File: config.mk
export PLATFORM = sky130hd
export DESIGN_NAME = spi_wb_sequencer
export DESIGN_NICKNAME = d
export VERILOG_FILES = /design/src/rtl/spi_wb_pkg.sv /design/src/rtl/spi_wb_shreg.sv /design/src/rtl/spi_wb_sequencer.sv
export SDC_FILE = /design/constraint.sdc
export NUM_CORES = 1
export LEC_CHECK = 0
export CAP_MARGIN = 20
export CORE_ASPECT_RATIO = 1.25
export CORE_MARGIN = 3
export CORE_UTILIZATION = 54
export CTS_CLUSTER_SIZE = 20
export DETAILED_ROUTE_END_ITERATION = 6
export GPL_TIMING_DRIVEN = 0
export PLACE_DENSITY = 0.88
export RECOVER_POWER = 25
export SYNTH_ARGS = -nofsm -noshare
export SYNTH_HDL_FRONTEND = slang
export SYNTH_SLANG_ARGS = --single-unit
File: constraint.sdc
create_clock -name clk -period 3.5 [get_ports clk]
set_clock_uncertainty 0.2 [all_clocks]
set_input_delay 1.05 -clock clk [delete_from_list [all_inputs] [get_ports clk]]
set_output_delay 1.05 -clock clk [all_outputs]
set_load 0.01 [all_outputs]
File: src/rtl/spi_wb_pkg.sv
// Shared definitions for the SPI-to-Wishbone sequencer.
// Provides the frame sequencer state encoding and the fixed reply byte codes
// returned to the SPI master.
package spi_wb_pkg;

  typedef enum logic [2:0] {
    CMD,
    ADR,
    WDATA,
    REQ,
    WAIT,
    REPLY,
    DONE
  } state_t;

  localparam logic [7:0] STALL_BYTE = 8'h00;
  localparam logic [7:0] ACK_BYTE   = 8'hFF;
  localparam logic [7:0] ERR_BYTE   = 8'hEE;

endpackage

File: src/rtl/spi_wb_shreg.sv
// 32-bit byte-wide shift register, MSB first.
// Ports:
//   clk, rst_n  clock and asynchronous active-low reset (clears q)
//   load        parallel load of load_data (wins over shift)
//   load_data   32-bit parallel value
//   shift       shift q left by one byte, inserting shift_in at the bottom
//   shift_in    byte inserted on shift
//   q           register contents; q[31:24] is the next byte out
module spi_wb_shreg (
  input  logic        clk,
  input  logic        rst_n,
  input  logic        load,
  input  logic [31:0] load_data,
  input  logic        shift,
  input  logic [7:0]  shift_in,
  output logic [31:0] q
);

  always_ff @(posedge clk or negedge rst_n) begin
    if (!rst_n) begin
      q <= '0;
    end else if (load) begin
      q <= load_data;
    end else if (shift) begin
      q <= {q[23:0], shift_in};
    end
  end

endmodule

File: src/rtl/spi_wb_sequencer.sv
// Frame sequencer turning received SPI bytes into one Wishbone B4 pipelined
// cycle per frame, answering every received byte with exactly one reply byte.
// Frame: W000SSSS, ADR, then four DAT bytes (MSB first) for writes.
// Reply stream: 0x00 while busy, then 0xFF (ack) or 0xEE (timeout), then
// four read data bytes MSB first for reads.
// Ports:
//   clk, rst_n             clock, asynchronous active-low reset
//   rx_start               new frame (CSN fell); aborts whatever is running
//   rx_stb, rx_data        received byte strobe and value
//   tx_stb, tx_data        reply byte strobe (one clk after rx_stb) and value
//   wb_cyc .. wb_dat_o     Wishbone master outputs
//   wb_dat_i, wb_stall,
//   wb_ack                 Wishbone slave responses
module spi_wb_sequencer
  import spi_wb_pkg::*;
#(
  parameter int TIMEOUT = 1024
) (
  input  logic        clk,
  input  logic        rst_n,
  input  logic        rx_start,
  input  logic        rx_stb,
  input  logic [7:0]  rx_data,
  output logic        tx_stb,
  output logic [7:0]  tx_data,
  output logic        wb_cyc,
  output logic        wb_stb,
  output logic        wb_we,
  output logic [3:0]  wb_sel,
  output logic [7:0]  wb_adr,
  output logic [31:0] wb_dat_o,
  input  logic [31:0] wb_dat_i,
  input  logic        wb_stall,
  input  logic        wb_ack
);

  localparam int TW = $clog2(TIMEOUT) + 1;

  state_t        state, state_d, cur;
  logic [2:0]    cnt, cnt_d;
  logic [TW-1:0] tmo, tmo_d;
  logic          status_err, status_d;
  logic          latch_cmd, latch_adr, wr_shift;
  logic          rd_load, rd_shift;
  logic [31:0]   rd_load_val, rd_q;
  logic [7:0]    tx_data_d;
  logic          unused_rd;

  assign unused_rd = ^rd_q[23:0];

  // Bus handshake is decoded straight from the state register, so an abort
  // or completion drops cyc/stb on the same edge that leaves REQ/WAIT.
  assign wb_cyc = (state == REQ) || (state == WAIT);
  assign wb_stb = (state == REQ);

  spi_wb_shreg u_wr (
    .clk       (clk),
    .rst_n     (rst_n),
    .load      (1'b0),
    .load_data (32'h0),
    .shift     (wr_shift),
    .shift_in  (rx_data),
    .q         (wb_dat_o)
  );

  spi_wb_shreg u_rd (
    .clk       (clk),
    .rst_n     (rst_n),
    .load      (rd_load),
    .load_data (rd_load_val),
    .shift     (rd_shift),
    .shift_in  (8'h00),
    .q         (rd_q)
  );

  always_ff @(posedge clk or negedge rst_n) begin
    if (!rst_n) state <= CMD;
    else        state <= state_d;
  end

  always_comb begin
    state_d     = state;
    cnt_d       = cnt;
    tmo_d       = '0;
    status_d    = status_err;
    latch_cmd   = 1'b0;
    latch_adr   = 1'b0;
    wr_shift    = 1'b0;
    rd_load     = 1'b0;
    rd_load_val = '0;
    rd_shift    = 1'b0;
    tx_data_d   = STALL_BYTE;
    // rx_start restarts the frame; a byte arriving with it is the new CMD.
    cur         = rx_start ? CMD : state;
    if (rx_start) state_d = CMD;

    unique case (cur)
      CMD: begin
        if (rx_stb) begin
          latch_cmd = 1'b1;
          state_d   = ADR;
        end
      end
      ADR: begin
        if (rx_stb) begin
          latch_adr = 1'b1;
          cnt_d     = '0;
          state_d   = wb_we ? WDATA : REQ;
        end
      end
      WDATA: begin
        if (rx_stb) begin
          wr_shift = 1'b1;
          cnt_d    = cnt + 3'd1;
          if (cnt == 3'd3) state_d = REQ;
        end
      end
      REQ, WAIT: begin
        tmo_d = tmo + 1'b1;
        if (cur == REQ && !wb_stall) state_d = WAIT;
        // An ack with stb accepted in the same clk completes without WAIT.
        if (wb_ack && (cur == WAIT || !wb_stall)) begin
          rd_load     = 1'b1;
          rd_load_val = wb_dat_i;
          status_d    = 1'b0;
          cnt_d       = '0;
          state_d     = REPLY;
        end else if (tmo == TW'(TIMEOUT - 1)) begin
          rd_load     = 1'b1;
          rd_load_val = '0;
          status_d    = 1'b1;
          cnt_d       = '0;
          state_d     = REPLY;
        end
      end
      REPLY: begin
        if (rx_stb) begin
          if (cnt == 3'd0) begin
            tx_data_d = status_err ? ERR_BYTE : ACK_BYTE;
            if (wb_we) state_d = DONE;
            else       cnt_d   = 3'd1;
          end else begin
            tx_data_d = rd_q[31:24];
            rd_shift  = 1'b1;
            cnt_d     = cnt + 3'd1;
            if (cnt == 3'd4) state_d = DONE;
          end
        end
      end
      DONE: begin
      end
      default: state_d = CMD;
    endcase
  end

  always_ff @(posedge clk or negedge rst_n) begin
    if (!rst_n) begin
      wb_we      <= 1'b0;
      wb_sel     <= '0;
      wb_adr     <= '0;
      cnt        <= '0;
      tmo        <= '0;
      status_err <= 1'b0;
      tx_stb     <= 1'b0;
      tx_data    <= STALL_BYTE;
    end else begin
      if (latch_cmd) begin
        wb_we  <= rx_data[7];
        wb_sel <= rx_data[3:0];
      end
      if (latch_adr) wb_adr <= rx_data;
      cnt        <= cnt_d;
      tmo        <= tmo_d;
      status_err <= status_d;
      tx_stb     <= rx_stb;
      tx_data    <= rx_stb ? tx_data_d : STALL_BYTE;
    end
  end

endmodule

==> results of run 1 <==
[final cells by class]
class | instances | area, µm²
multi-input combinational | 244 | 1720
timing repair buffer | 102 | 1010
sequential | 104 | 2600
inverter | 7 | 26.3
tap | 95 | 119
fill | 535 | 2150
clock buffer | 9 | 124
buffer | 22 | 119
clock inverter | 7 | 58.8
[power by group through the flow]
stage / clock network, mW / logic [mW] / registers [mW]
floorplan: 0 / 0.475 / 1.81
global placement: 0 / 0.990 / 1.78
detailed placement: 0 / 1.04 / 1.80
CTS: 0.712 / 1.04 / 1.78
global route: 0.772 / 1.11 / 1.83
finish: 0.701 / 1.03 / 1.79
[flip-flops by register name, summed over array words and instances, names as in the netlist, 3 cells and up]
| name | cells |
|---|---|
| tmo | 11 |
| u_wr.q | 32 |
| cnt | 3 |
| wb_adr | 8 |
| tx_data | 8 |
| wb_sel | 4 |
| state | 3 |
| u_rd.q | 32 |
[cell usage in the layout (no fill, tap or decap), types with 3 or more instances in the layout]
cell type and count:
sky130_fd_sc_hd__buf_1 4, sky130_fd_sc_hd__inv_1 7, sky130_fd_sc_hd__nand2_1 33, sky130_fd_sc_hd__nor2_1 29
sky130_fd_sc_hd__xor2_1 5, sky130_fd_sc_hd__nand4_1 4, sky130_fd_sc_hd__ha_1 4, sky130_fd_sc_hd__o21ai_1 3
sky130_fd_sc_hd__clkbuf_8 9, sky130_fd_sc_hd__a2bb2oi_1 24, sky130_fd_sc_hd__and2_1 3, sky130_fd_sc_hd__a21oi_1 13
sky130_fd_sc_hd__buf_6 3, sky130_fd_sc_hd__dfrtp_1 104, sky130_fd_sc_hd__buf_2 12, sky130_fd_sc_hd__a21o_1 3
sky130_fd_sc_hd__a31oi_1 3, sky130_fd_sc_hd__nor2b_1 3, sky130_fd_sc_hd__clkbuf_1 4, sky130_fd_sc_hd__nand3_1 6
sky130_fd_sc_hd__o21ai_0 27, sky130_fd_sc_hd__a22o_1 11, sky130_fd_sc_hd__mux2_2 45, sky130_fd_sc_hd__inv_6 4
sky130_fd_sc_hd__clkdlybuf4s50_1 99, sky130_fd_sc_hd__or3_1 3
[critical path: stages]
cell                            delay, ns
sky130_fd_sc_hd__dlygate4sd3_1       0.55
sky130_fd_sc_hd__clkbuf_1            0.29
sky130_fd_sc_hd__nand3_1             0.34
sky130_fd_sc_hd__nand2b_1            0.39
sky130_fd_sc_hd__clkbuf_1            0.25
sky130_fd_sc_hd__o21ai_0             0.23
sky130_fd_sc_hd__a2bb2oi_1           0.09
[final timing paths]
kind                                  from         end  slack (ns)
worst max-delay path                rx_stb  u_rd.q[24]        0.36
worst min-delay path            status_err  tx_data[4]        0.30
worst max register to register      tmo[0]   u_rd.q[1]        1.10
worst min register to register  status_err  tx_data[4]        0.30
max in group asynchronous            rst_n  u_rd.q[16]        0.58
min in group asynchronous            rst_n  u_wr.q[20]        0.63
[logic make-up (layout without fill, tap and decap cells)]
group / Yosys count / after routing / synth area share (%)
DFF: 104 / 104 / 58.3
muxes: 45 / 45 / 11.4
buffers and inverters: 29 / 147 / 3.25
and+or+nand+nor: 93 / 93 / 9.92
xor gates and xnor gates: 6 / 6 / 1.18
AOI/OAI and AO/OA: 96 / 96 / 14.9
adders and majority gates: 4 / 4 / 1.12
[metal layers]
layer | GRT usage (%) | up-vias | routed length (µm)
li1 | - | 1584 | -
met1 | 27.8 | 1661 | 4000
met2 | 37.8 | 118 | 5120
met3 | 4.21 | 17 | 561
met4 | 7.02 | 0 | 180
met5 | 0 | - | 0
==> run summary, run 1 <==
* Std-Cell Rows: 36
* maximum vdd drop: 0.000488 V
* fraction of power consumed by combinational cells: 29.2%
* most area-consuming cells after synthesis: sky130_fd_sc_hd__dfrtp_1, sky130_fd_sc_hd__mux2_2, sky130_fd_sc_hd__a2bb2oi_1
* instance area at placement: 0.00562 mm²
* count of vias placed by the detailed router: 3,380
* async set-or-reset flop fraction in the synthesized netlist: 100%
* Worst Hold Margin: 0.301 ns
* synthesis-to-layout area growth: 29.4%
* crit path DAT: 3.19 ns
* Die Outline Area: 0.00940 mm²
* IO Pins: 102
* main flop type after synthesis: sky130_fd_sc_hd__dfrtp_1
* via count of the first global-routing pass: 3,393
* most numerous cell in the Yosys netlist: sky130_fd_sc_hd__dfrtp_1
* static power due to leakage: 2.58 nW
* number of buffers inserted for hold repair after clock tree synthesis: 0
* DP Wirelength: 7470 µm
* buffer levels on the longest clock path: 2
* share of layout cells above drive strength 1: 16.8%
* final setup TNS: 0 ns
* post-route non-filler standard cell count: 590
* result of the run: finished, final reports clean
* number of warning messages in the yosys log: 0
* power per cell area: 609 mW/mm²
* die outline width: 87.3 µm
* source-to-sink clock delay at the later pin of the worst-skew pair: 0.37 ns
* cell internal power dissipation: 2.45 mW
* synthesized area divided by synthesized cell count: 11.8 µm²
* grt total ovfl: 0
* worst min path class: reg2reg
* antenna violation net count after detailed routing: 0
* final number of max-transition violations: 0
* sink count of the clock tree: 104
* wire length of the first global-routing pass: 16,200 µm
* Post-synth top cells: sky130_fd_sc_hd__dfrtp_1, sky130_fd_sc_hd__mux2_2, sky130_fd_sc_hd__nand2_1
* depth of the worst hold-timing path: 1
* element type at the critical path end: flop
* GPL Wtd Cong: 0.869
* vertical extent of the die: 108 µm
* #FFs+latches synth: 104
* highest clock frequency the design can meet: 0.318 GHz
* worst-case setup slack after placement: 0.0623 ns
* minimum clock period: 3.14 ns
* net count after synthesis: 427
* count of inserted antenna diode cells: 0
* number of instances in the synthesized netlist: 377
* ratio of routed vias to standard cells: 5.73
* clock power share: 19.9%
* number of buffers inserted during clock tree synthesis: 9
* DRT Wirelength: 9860 µm
* Setup Viol. Count Final: 0
* headroom to the max-slew limit: 10.7%
* final instance area: 0.00578 mm²
* worst reg-to-reg path cell count: 7
* switching power total: 1.06 mW
* DR WL/cell: 16.7 µm
* area fraction of the dominant cell type after synthesis: 58.3%
* fraction of the core area covered by cells at the end of the flow: 72.9%
* number of synthesized flops with an enable pin: 0
* number of distinct library cell variants in the gate-level netlist after synthesis: 48
* # Post-CTS Setup Buffers: 0
* first-iteration detailed-routing DRC count: 244
* total standard cell area after synthesis: 0.00446 mm²
* library cell occupying the most area in the post-synthesis netlist: sky130_fd_sc_hd__dfrtp_1
* slew at the pin closest to its max-slew limit: 1.34 ns
* starting density of the core: 56.3%
* largest fanout on the critical path: 10
* DRT Pass-1 Iters: 4
* CTS H-Tree Depth: 3
* # port buffers: 101
* post-detailed-route DRC marker count: 0
* cell count after placement: 574
* Critical Path Source Type: input port
* power consumption: 3.52 mW
* RSZ-0062 raised after global routing: false
* final setup slack of the worst path: 0.355 ns
* switching share of total power: 30.2%
* final worst-path cycle share: 89.8%
* root buffer cell: sky130_fd_sc_hd__clkbuf_8
* sequential cell area fraction in the yosys report: 58.3%
* TritonCTS clock tree: built
* cts repair resizes: 0
* # nets final: 540
* required time worst endpoint: 3.54 ns
* clock slew at the register clock pins of the worst setup and hold paths: 0.10 ns
* maximum capacitance violations: 0
* Total Routing Usage GR: 22.0%
* type of the worst setup path: in2reg
* proportion of power drawn by flip-flops and latches: 50.8%
* largest net degree at the start of global routing: 64
* Fin. Hold Viols: 0
* initial antenna violation count: 0
* Floorplan Core Area: 0.00793 mm²
No activity file was read; power rests on OpenSTA's default activity.
==> run 2: changes to the inputs <==
--- a/config.mk
+++ b/config.mk
@@ -12,7 +12,7 @@
 export CTS_CLUSTER_SIZE = 20
 export DETAILED_ROUTE_END_ITERATION = 6
 export GPL_TIMING_DRIVEN = 0
-export PLACE_DENSITY = 0.88
+export PLACE_DENSITY = 0.85
 export RECOVER_POWER = 25
 export SYNTH_ARGS = -nofsm -noshare
 export SYNTH_HDL_FRONTEND = slang
==> run 2 against run 1 <==
Compared with the run above: sequential power about the same; wire length down 2.5%; critical path depth unchanged; core utilization up 0.13 points; worst setup slack better by 0.011 ns; fmax up 0.35%; final area up 0.17%; clock-buffer cell count unchanged; die area unchanged; register-to-register slack better by 0.05 ns.
==> run summary, run 2 (synthesis results as in run 1) <==
* result of the run: finished, final reports clean
* ratio of routed vias to standard cells: 5.69
* Setup Viol. Count Final: 0
* most common cell after layout, fill and taps aside: sky130_fd_sc_hd__dfrtp_1
* largest fanout on the critical path: 10
* worst-path cell chain: clkdlybuf4s50_1, clkbuf_1, nand3_1, nand2b_1, clkbuf_1, o21ai_0, a2bb2oi_1
* cell type of the slowest stage on the worst timing path: sky130_fd_sc_hd__clkdlybuf4s50_1
* root buffer cell: sky130_fd_sc_hd__clkbuf_8
* DR WL/cell: 16.3 µm
* power per cell area: 597 mW/mm²
* grt total ovfl: 0
* starting density of the core: 56.3%
* Critical Path Start: rx_stb
* DRT Wirelength: 9610 µm
* final setup TNS: 0 ns
* Die Outline Area: 0.00940 mm²
* type of the worst setup path: in2reg
* final number of max-transition violations: 0
* Floorplan Core Area: 0.00793 mm²
* RSZ-0062 raised after global routing: false
* count of inserted antenna diode cells: 0
* maximum capacitance violations: 0
* power consumption: 3.46 mW
* static power due to leakage: 2.58 nW
* number of buffers inserted during clock tree synthesis: 9
* initial antenna violation count: 0
* maximum vdd drop: 0.000397 V
* count of vias placed by the detailed router: 3,352
* element type at the critical path end: flop
* DRT Pass-1 Iters: 5
* Critical Path Source Type: input port
* GPL Wtd Cong: 0.890
* Worst Hold Margin: 0.304 ns
* CTS H-Tree Depth: 3
* first-iteration detailed-routing DRC count: 196
* Fin. Hold Viols: 0
* Std-Cell Rows: 36
* DP Wirelength: 7200 µm
* Top cell by count, worst path: sky130_fd_sc_hd__clkbuf_1
* sink count of the clock tree: 104
* post-detailed-route DRC marker count: 0
* highest clock frequency the design can meet: 0.319 GHz
* launching point of the worst reg2reg path: tmo[0]
* Hold Startpoint: u_rd.q[5]
* peak per-stage delay on the critical path: 0.48 ns
* Total Routing Usage GR: 21.1%
* slew at the pin closest to its max-slew limit: 1.27 ns
* number of buffers inserted for hold repair after clock tree synthesis: 0
* worst-case setup slack after placement: 0.0438 ns
* # port buffers: 101
* TritonCTS clock tree: built
* leading cell types in the layout, fill and taps excluded: sky130_fd_sc_hd__dfrtp_1, sky130_fd_sc_hd__clkdlybuf4s50_1, sky130_fd_sc_hd__mux2_2
* share of layout cells above drive strength 1: 16.6%
* worst min path class: reg2reg
* wire length of the first global-routing pass: 15,700 µm
* clock slew at the register clock pins of the worst setup and hold paths: 0.10 ns
* antenna violation net count after detailed routing: 0
* required time worst endpoint: 3.53 ns
* registers with the highest flip-flop counts: u_rd.q (32), u_wr.q (32), tmo (11)
* source-to-sink clock delay at the later pin of the worst-skew pair: 0.35 ns
* final worst-path cycle share: 89.5%
* crit path DAT: 3.17 ns
* IO Pins: 102
* final setup slack of the worst path: 0.366 ns
* # nets final: 540
* vertical extent of the die: 108 µm
* headroom to the max-slew limit: 15.3%
* buffer levels on the longest clock path: 2
* via count of the first global-routing pass: 3,288
* die outline width: 87.3 µm
* # Post-CTS Setup Buffers: 0
* synthesis-to-layout area growth: 29.6%
* minimum clock period: 3.13 ns
* cts repair resizes: 0
* largest net degree at the start of global routing: 56
## run 2: changes by cell type in the layout (fill, tap and decap cells not counted), sizes merged
cell and delta:
inv -4, clkinv +2, clkdlybuf4s50 +1, clkinvlp +1, dlygate4sd3 -1
## run 2: critical path: cells and delay by family
kind                   cells  cell delay [ns]
buffers and inverters      3             1.06
and+or+nand+nor            2             0.74
AOI/OAI and AO/OA          2             0.32
## run 2: layer usage
layer / GRT usage (%) / up-vias / share of wire, % / wire [µm]
met1: 27.5 / 1646 / 43 / 4100
met5: 0 / - / 0 / 0
met2: 36.2 / 123 / 50 / 4830
met4: 7.24 / 0 / 1.8 / 173
li1: - / 1567 / - / -
met3: 2.45 / 16 / 5.3 / 505
## run 2: power by group
group | leakage (nW) | total [mW] | switching, mW | internal, mW
logic | 1.14 | 1.03 | 0.396 | 0.630
registers | 1.35 | 1.78 | 0.223 | 1.55
clock network | 0.0817 | 0.653 | 0.395 | 0.258
total | 2.58 | 3.46 | 1.01 | 2.44
## run 2: worst paths after layout
path,slack (ns),cells past startpoint,to
worst max register to register,1.15,7,u_rd.q[2]
worst max-delay path,0.37,7,u_rd.q[10]
max in group asynchronous,1.48,2,tmo[6]
worst min-delay path,0.30,1,u_rd.q[5]
min in group asynchronous,0.76,1,wb_adr[4]
worst min register to register,0.30,1,u_rd.q[5]
## run 2: area by class of cell
class	instances	area (µm²)
sequential	104	2600
multi-input combinational	244	1720
clock inverter	6	46.3
timing repair buffer	102	1030
inverter	7	26.3
buffer	22	119
clock buffer	9	124
fill	537	2140
tap	95	119
## run 2: stage by stage
stage,cells,utilization [%],instance area (µm²)
global placement,573,70.5,5590
global route,589,73.0,5790
CTS,589,73.0,5790
floorplan,377,-,4460
finish,589,73.0,5790
detailed placement,574,70.9,5620
